`src/rtl/cc_capture_pkg.sv`:
```
// Shared types and helpers for the cc_capture_ctrl camera capture gate.
// Holds the one-hot state codes, sync-source selectors and the saturating increment.
package cc_capture_pkg;

    localparam int STATE_W = 5;

    localparam logic [STATE_W-1:0] ST_IDLE = 5'b00001;
    localparam logic [STATE_W-1:0] ST_ARM  = 5'b00010;
    localparam logic [STATE_W-1:0] ST_SKIP = 5'b00100;
    localparam logic [STATE_W-1:0] ST_PASS = 5'b01000;
    localparam logic [STATE_W-1:0] ST_DONE = 5'b10000;

    typedef enum logic [STATE_W-1:0] {
        S_IDLE = ST_IDLE,
        S_ARM  = ST_ARM,
        S_SKIP = ST_SKIP,
        S_PASS = ST_PASS,
        S_DONE = ST_DONE
    } cc_state_e;

    localparam logic SYNC_VSYNC = 1'b0;
    localparam logic SYNC_HSYNC = 1'b1;

    // Callers pass the counter zero-extended to 64 bits and truncate the result back.
    function automatic logic [63:0] sat_inc(input logic [63:0] val, input int unsigned width);
        logic [63:0] lim;
        lim = (width >= 64) ? '1 : ((64'd1 << width) - 64'd1);
        return (val >= lim) ? lim : val + 64'd1;
    endfunction

endpackage

```
`src/rtl/cc_capture_ctrl_if.sv`:
```
// Camera-side and control/status bundle for cc_capture_ctrl.
// slave is the capture gate itself; master is whatever drives the camera pins and control.
interface cc_capture_ctrl_if #(
    parameter int DATA_W   = 16,
    parameter int FRAMES_W = 8,
    parameter int COUNT_W  = 32
);
    logic [DATA_W-1:0]   cmos_data_i;
    logic                cmos_vsync_i;
    logic                cmos_hsync_i;
    logic                cmos_valid_i;
    logic                sync_sel_i;
    logic                arm_i;
    logic                abort_i;
    logic [FRAMES_W-1:0] skip_i;
    logic [FRAMES_W-1:0] frames_i;

    logic [DATA_W-1:0]   cmos_data_o;
    logic                cmos_en_o;
    logic                cmos_reset_o;
    logic                busy_o;
    logic                done_o;
    logic [COUNT_W-1:0]  data_count_o;
    logic [FRAMES_W-1:0] frame_count_o;
    logic [15:0]         lines_o;

    modport master (
        output cmos_data_i, cmos_vsync_i, cmos_hsync_i, cmos_valid_i,
        output sync_sel_i, arm_i, abort_i, skip_i, frames_i,
        input  cmos_data_o, cmos_en_o, cmos_reset_o, busy_o, done_o,
        input  data_count_o, frame_count_o, lines_o
    );

    modport slave (
        input  cmos_data_i, cmos_vsync_i, cmos_hsync_i, cmos_valid_i,
        input  sync_sel_i, arm_i, abort_i, skip_i, frames_i,
        output cmos_data_o, cmos_en_o, cmos_reset_o, busy_o, done_o,
        output data_count_o, frame_count_o, lines_o
    );

endinterface

```
`src/rtl/cc_capture_ctrl_edge_detect.sv`:
```
// Two-flop sync sampler producing a one-cycle pulse on a falling edge.
// Samples reset low so a sync that is already low at reset release never looks like an edge.
module cc_edge_detect (
    input  logic clk_i,
    input  logic rst_n,
    input  logic sync_i,
    output logic fall_o
);

    logic [1:0] smp_q;

    always_ff @(posedge clk_i or negedge rst_n) begin
        if (!rst_n) begin
            smp_q <= 2'b00;
        end else begin
            smp_q <= {smp_q[0], sync_i};
        end
    end

    assign fall_o = smp_q[1] & ~smp_q[0];

endmodule

```
`src/rtl/cc_capture_ctrl.sv`:
```
// Capture gate between the parallel camera pins and the capture FIFO: arm, skip, burst, abort.
// Optional per-frame line counter is built when CC_CAPTURE_LINES_EN is defined.
//
// state | meaning
// IDLE  | waiting for arm_i
// ARM   | armed, waiting for the first boundary
// SKIP  | discarding skip_i boundaries
// PASS  | forwarding valid pixels, counting passed boundaries
// DONE  | one-cycle done_o, then back to IDLE
module cc_capture_ctrl
    import cc_capture_pkg::*;
#(
    parameter int DATA_W   = 16,
    parameter int FRAMES_W = 8,
    parameter int COUNT_W  = 32
) (
    input  logic             cmos_clk_i,
    input  logic             rst_n,
    cc_capture_ctrl_if.slave cap
);

    cc_state_e           state_q;
    logic [FRAMES_W-1:0] skip_q;
    logic [FRAMES_W-1:0] frame_q;
    logic [FRAMES_W-1:0] frame_d;
    logic [FRAMES_W-1:0] frames_eff;
    logic [COUNT_W-1:0]  data_cnt_q;
    logic [COUNT_W-1:0]  data_cnt_d;
    logic [DATA_W-1:0]   data_q;
    logic                en_q;
    logic                sync_mux;
    logic                sel_fall;
    logic                pass_beat;

    // A change of sync_sel_i can fake one edge here; it is only changed in IDLE.
    assign sync_mux = (cap.sync_sel_i == SYNC_HSYNC) ? cap.cmos_hsync_i : cap.cmos_vsync_i;

    cc_edge_detect u_sel_edge (
        .clk_i  (cmos_clk_i),
        .rst_n  (rst_n),
        .sync_i (sync_mux),
        .fall_o (sel_fall)
    );

    assign frames_eff = (cap.frames_i == '0) ? FRAMES_W'(1) : cap.frames_i;
    assign frame_d    = FRAMES_W'(sat_inc(64'(frame_q), FRAMES_W));
    assign data_cnt_d = COUNT_W'(sat_inc(64'(data_cnt_q), COUNT_W));
    assign pass_beat  = (state_q == S_PASS) & cap.cmos_valid_i & ~cap.abort_i;

    always_ff @(posedge cmos_clk_i or negedge rst_n) begin
        if (!rst_n) begin
            state_q    <= S_IDLE;
            skip_q     <= '0;
            frame_q    <= '0;
            data_cnt_q <= '0;
            data_q     <= '0;
            en_q       <= 1'b0;
        end else begin
            data_q <= cap.cmos_data_i;
            en_q   <= pass_beat;
            if (pass_beat) begin
                data_cnt_q <= data_cnt_d;
            end

            if (cap.abort_i) begin
                state_q <= S_IDLE;
            end else begin
                unique case (state_q)
                    S_IDLE: begin
                        if (cap.arm_i) begin
                            skip_q     <= cap.skip_i;
                            frame_q    <= '0;
                            data_cnt_q <= '0;
                            state_q    <= S_ARM;
                        end
                    end
                    S_ARM: begin
                        if (sel_fall) begin
                            state_q <= (skip_q != '0) ? S_SKIP : S_PASS;
                        end
                    end
                    S_SKIP: begin
                        if (sel_fall) begin
                            skip_q <= skip_q - FRAMES_W'(1);
                            if (skip_q == FRAMES_W'(1)) begin
                                state_q <= S_PASS;
                            end
                        end
                    end
                    S_PASS: begin
                        if (sel_fall) begin
                            frame_q <= frame_d;
                            if (frame_d >= frames_eff) begin
                                state_q <= S_DONE;
                            end
                        end
                    end
                    S_DONE: begin
                        state_q <= S_IDLE;
                    end
                    default: begin
                        state_q <= S_IDLE;
                    end
                endcase
            end
        end
    end

`ifdef CC_CAPTURE_LINES_EN
    logic        hs_fall;
    logic        vs_fall;
    logic        arm_start;
    logic [15:0] line_cnt_q;
    logic [15:0] lines_q;

    // Dedicated samplers so line counting does not depend on which sync drives the FSM.
    cc_edge_detect u_hs_edge (
        .clk_i  (cmos_clk_i),
        .rst_n  (rst_n),
        .sync_i (cap.cmos_hsync_i),
        .fall_o (hs_fall)
    );

    cc_edge_detect u_vs_edge (
        .clk_i  (cmos_clk_i),
        .rst_n  (rst_n),
        .sync_i (cap.cmos_vsync_i),
        .fall_o (vs_fall)
    );

    assign arm_start = (state_q == S_IDLE) & cap.arm_i & ~cap.abort_i;

    always_ff @(posedge cmos_clk_i or negedge rst_n) begin
        if (!rst_n) begin
            line_cnt_q <= '0;
            lines_q    <= '0;
        end else if (arm_start) begin
            line_cnt_q <= '0;
            lines_q    <= '0;
        end else if ((state_q == S_PASS) && !cap.abort_i) begin
            if (vs_fall) begin
                lines_q    <= line_cnt_q;
                line_cnt_q <= '0;
            end else if (hs_fall) begin
                line_cnt_q <= 16'(sat_inc(64'(line_cnt_q), 16));
            end
        end
    end

    assign cap.lines_o = lines_q;
`else
    assign cap.lines_o = '0;
`endif

    assign cap.cmos_data_o   = data_q;
    assign cap.cmos_en_o     = en_q;
    assign cap.cmos_reset_o  = ~rst_n;
    assign cap.busy_o        = (state_q == S_ARM) | (state_q == S_SKIP) | (state_q == S_PASS);
    assign cap.done_o        = (state_q == S_DONE);
    assign cap.data_count_o  = data_cnt_q;
    assign cap.frame_count_o = frame_q;

endmodule

```
`src/flat_wrapper.sv`:
```
// flat-port wrapper written by rule: the top's interface ports become plain ports
module cc_capture_ctrl_flat import cc_capture_pkg::*;
#(
    parameter int DATA_W   = 16,
    parameter int FRAMES_W = 8,
    parameter int COUNT_W  = 32
)
  (cmos_clk_i, rst_n, cap_cmos_data_i, cap_cmos_vsync_i, cap_cmos_hsync_i, cap_cmos_valid_i, cap_sync_sel_i, cap_arm_i, cap_abort_i, cap_skip_i, cap_frames_i, cap_cmos_data_o, cap_cmos_en_o, cap_cmos_reset_o, cap_busy_o, cap_done_o, cap_data_count_o, cap_frame_count_o, cap_lines_o);
  cc_capture_ctrl_if #(.DATA_W(DATA_W), .FRAMES_W(FRAMES_W), .COUNT_W(COUNT_W)) cap_i ();
  input  logic cmos_clk_i;
  input  logic rst_n;
  input wire logic [$bits(cap_i.cmos_data_i)-1:0] cap_cmos_data_i;
  input wire logic [$bits(cap_i.cmos_vsync_i)-1:0] cap_cmos_vsync_i;
  input wire logic [$bits(cap_i.cmos_hsync_i)-1:0] cap_cmos_hsync_i;
  input wire logic [$bits(cap_i.cmos_valid_i)-1:0] cap_cmos_valid_i;
  input wire logic [$bits(cap_i.sync_sel_i)-1:0] cap_sync_sel_i;
  input wire logic [$bits(cap_i.arm_i)-1:0] cap_arm_i;
  input wire logic [$bits(cap_i.abort_i)-1:0] cap_abort_i;
  input wire logic [$bits(cap_i.skip_i)-1:0] cap_skip_i;
  input wire logic [$bits(cap_i.frames_i)-1:0] cap_frames_i;
  output wire logic [$bits(cap_i.cmos_data_o)-1:0] cap_cmos_data_o;
  output wire logic [$bits(cap_i.cmos_en_o)-1:0] cap_cmos_en_o;
  output wire logic [$bits(cap_i.cmos_reset_o)-1:0] cap_cmos_reset_o;
  output wire logic [$bits(cap_i.busy_o)-1:0] cap_busy_o;
  output wire logic [$bits(cap_i.done_o)-1:0] cap_done_o;
  output wire logic [$bits(cap_i.data_count_o)-1:0] cap_data_count_o;
  output wire logic [$bits(cap_i.frame_count_o)-1:0] cap_frame_count_o;
  output wire logic [$bits(cap_i.lines_o)-1:0] cap_lines_o;
  assign cap_i.cmos_data_i = cap_cmos_data_i;
  assign cap_i.cmos_vsync_i = cap_cmos_vsync_i;
  assign cap_i.cmos_hsync_i = cap_cmos_hsync_i;
  assign cap_i.cmos_valid_i = cap_cmos_valid_i;
  assign cap_i.sync_sel_i = cap_sync_sel_i;
  assign cap_i.arm_i = cap_arm_i;
  assign cap_i.abort_i = cap_abort_i;
  assign cap_i.skip_i = cap_skip_i;
  assign cap_i.frames_i = cap_frames_i;
  assign cap_cmos_data_o = cap_i.cmos_data_o;
  assign cap_cmos_en_o = cap_i.cmos_en_o;
  assign cap_cmos_reset_o = cap_i.cmos_reset_o;
  assign cap_busy_o = cap_i.busy_o;
  assign cap_done_o = cap_i.done_o;
  assign cap_data_count_o = cap_i.data_count_o;
  assign cap_frame_count_o = cap_i.frame_count_o;
  assign cap_lines_o = cap_i.lines_o;
  cc_capture_ctrl #(.DATA_W(DATA_W), .FRAMES_W(FRAMES_W), .COUNT_W(COUNT_W)) u_core (.cmos_clk_i(cmos_clk_i), .rst_n(rst_n), .cap(cap_i));
endmodule
```
`config.mk`:
```
export PLATFORM = sky130hd
export DESIGN_NAME = cc_capture_ctrl_flat
export DESIGN_NICKNAME = d
export VERILOG_FILES = /design/src/rtl/cc_capture_pkg.sv /design/src/rtl/cc_capture_ctrl_if.sv /design/src/rtl/cc_capture_ctrl_edge_detect.sv /design/src/rtl/cc_capture_ctrl.sv /design/src/flat_wrapper.sv
export SDC_FILE = /design/constraint.sdc
export NUM_CORES = 1
export LEC_CHECK = 0
export CORE_UTILIZATION = 35
export CTS_CLUSTER_DIAMETER = 60
export DETAILED_ROUTE_END_ITERATION = 10
export PLACE_DENSITY_LB_ADDON = 0.2
export SYNTH_ARGS = -nofsm -noshare
export SYNTH_HDL_FRONTEND = slang
export SYNTH_SLANG_ARGS = --single-unit
```
`constraint.sdc`:
```
create_clock -name cmos_clk_i -period 7.3 [get_ports cmos_clk_i]
set_clock_uncertainty 0.2 [all_clocks]
set_input_delay 0.73 -clock cmos_clk_i [delete_from_list [all_inputs] [get_ports cmos_clk_i]]
set_output_delay 0.73 -clock cmos_clk_i [all_outputs]
set_load 0.01 [all_outputs]
```
==> results_dict.tcl <==
set metrics [dict create \
    numCtsBuffers 9 \
    grt_pass1_wl_um 15800 \
    vias 3446 \
    diodes 0 \
    p_sw_mw 0.239 \
    cp_cell_sequence "nor3_1, o21ai_0, nand2_1, clkdlybuf4s50_1" \
    irDropWorstVdd_v 0.0000775 \
    cp_slowest_cell "nor3_1" \
    die_w_um 108 \
    grt_usage_pct 17.4 \
    overflow 0 \
    drt-total-wl_um 9610 \
    first_global_vias 3213 \
    syn_inst 413 \
    total_power_mw 0.866 \
    drc_errors 0 \
    synth_area_per_cell_um2 9.53 \
    port_buffers 99 \
    critPathArrivalTime_ns 2.37 \
    clk_latency_ns 0.36 \
    grt_max_degree 55 \
    yosysSeqAreaShare_pct 45.8 \
    drive_gt1_share_pct 6.21 \
    synthFlopType "dfrtp_1" \
    final-instance-count-excl-fill 655 \
    required_ns 6.37 \
    synth_cell_types 55 \
    core.rowCount 38 \
    io_pins 116 \
    clk_pin_slew_ns 0.09 \
    core-area_mm2 0.0109 \
    drt_iter0_drc 124 \
    synth.ff_latch_count 72 \
    die_y_um 108 \
    hold_violations 0 \
    nFillCells 1043 \
    rsz0062_at_grt "false" \
    finalSetupViolations 0 \
    syn2layout_area_growth_pct 32.0 \
    viasPerCell 5.26 \
    yosysWarningCount 0 \
    finalCritPeriodShare_pct 45.1 \
    die_area_mm2 0.0117 \
    setup_ws_ns 4.00 \
    critPathKind "reg2out" \
    start_kind "flip-flop" \
    dp.cells 639 \
    antenna_found_initial 0 \
    seqPwrFrac_pct 49.3 \
    cts_hold_buf 0 \
    antenna_violating_nets_post_route 0 \
    outcome "completed" \
    place_ws_ns 3.80 \
    setup_tns_ns 0 \
    relSlewSlack_pct 26.8 \
    start_util_pct 36.1 \
    cts_root_buf "clkbuf_8" \
    cp-end-kind "output port" \
    worstHoldPathType "in2async" \
    first_pass_iters 5 \
    cp_max_fo 7 \
    wl_per_cell_um 14.7 \
    globalplace.congestion 0.823 \
    switching_share_pct 27.6 \
    async_reset_ff_share_pct 100 \
    post_cts_resized 0 \
    fin_crit_ns 3.30 \
    p_per_area_mw_per_mm2 167 \
    synth_edf_count 0 \
    clkSinkCount 72 \
    p_clk_share_pct 39.4 \
    finish.net_count 563 \
    clockBufferDepth 2 \
    p_leak_nw 2.19 \
    cts_tree "done" \
    holdWs_ns 0.0974 \
    syn_area_mm2 0.00394 \
    hpwl_um 6900 \
    fmax_ghz 0.303 \
    htree_num_levels 3 \
    post-cts-setup-buffers 0 \
    power.internal_mw 0.627 \
    comb_power_share_pct 11.3 \
    max_stage_delay_ns 0.61 \
    maxCapViolations 0 \
    slew_violations 0 \
    worst_pin_slew_ns 1.10 \
]
## synthesized netlist by cell type, drive strengths merged, types with 15 or more instances
master  instances  area, um2
buf            17        125
inv            18       67.6
xnor2          17        149
a21oi          30        150
nor3           16       80.1
dfrtp          71       1780
nor2           21       78.8
a22o           15        131
o21ai          15       75.1
nand3          22        115
nand2          37        139
## worst max-delay path: cells and delay by family, from the launching register on
family	cells	cell delay, ns
buffers and inverters	1	0.54
and+or+nand+nor	2	0.76
AOI/OAI and AO/OA	1	0.30
DFF	1	0.41
## cells in the final DEF, fill, tap and decap left out, types with 12 or more instances in the layout
master	instances
clkdlybuf4s50_1	98
dfrtp_1	71
nand2_1	37
a21oi_1	30
nand3_1	21
nor2_1	21
inv_1	18
xnor2_1	17
nor3_1	16
conb_1	16
o21ai_0	15
a22o_1	15
ha_1	13
nor4_1	12
nand4_1	12
## final timing paths
path                                        startpoint                    endpoint  slack (ns)  cells past startpoint
max in group asynchronous                        rst_n            u_core.skip_q[7]        5.70                      2
min in group cmos_clk_i     u_core.u_sel_edge.smp_q[0]  u_core.u_sel_edge.smp_q[1]        0.20                      0
setup / recovery                     u_core.state_q[4]                  cap_busy_o        4.00                      4
setup reg to reg           u_core.cap.frame_count_o[0]           u_core.state_q[3]        4.16                     12
hold / removal                                   rst_n   u_core.cap.cmos_data_o[0]         0.1                      1
hold reg to reg             u_core.u_sel_edge.smp_q[0]  u_core.u_sel_edge.smp_q[1]        0.20                      0
## kinds of logic after synthesis
family	count (synthesis)	share of synthesized area (%)
AO/OA/AOI/OAI	93	15.7
XOR/XNOR	26	5.79
adder cells (fa/ha/maj)	13	4.13
buffers and inverters	49	6.55
flip-flops	72	45.8
multiplexers	2	0.572
other	1	0.0953
AND/OR/NAND/NOR	157	21.4
## layout make-up
class	count	area (um2)	area share, %
Inverter	18	67.6	1.30
Sequential cell	72	1800	34.7
Tap cell	140	175	3.37
Timing Repair Buffer	102	1010	19.4
Clock inverter	7	86.3	1.66
Multi-Input combinational cell	307	1930	37.2
Clock buffer	9	124	2.38
## metrics by stage
step / utilization (%) / cell area [um2]
floorplan: - / 3990
global placement: 45.8 / 4980
detailed placement: 45.8 / 4980
CTS: 47.7 / 5190
global route: 47.7 / 5190
finish: 47.7 / 5190
## flip-flops by register name, summed over array words and instances, names as in the netlist
register and count:
u_core.u_sel_edge.smp_q 2, u_core.state_q 5, u_core.cap.cmos_data_o 16, u_core.cap.cmos_en_o 1, u_core.skip_q 8, u_core.cap.frame_count_o 8, u_core.cap.data_count_o 32
## per-layer routing
metal / vias to the layer above / global-route usage [%] / wire (um)
li1: 1673 / - / -
met1: 1660 / 22.6 / 4290
met2: 101 / 28.7 / 4720
met3: 12 / 3.13 / 459
met4: 0 / 6.46 / 145
met5: - / 0 / 0
## power by group through the flow
stage,logic [mW],registers (mW),clock network (mW)
after global placement,0.0964,0.434,0
final,0.0978,0.427,0.341
after floorplan,0.0529,0.434,0
after global routing,0.110,0.429,0.366
after detailed placement,0.0988,0.435,0
after CTS,0.0993,0.427,0.349
Power figures use the tool's default switching activity.
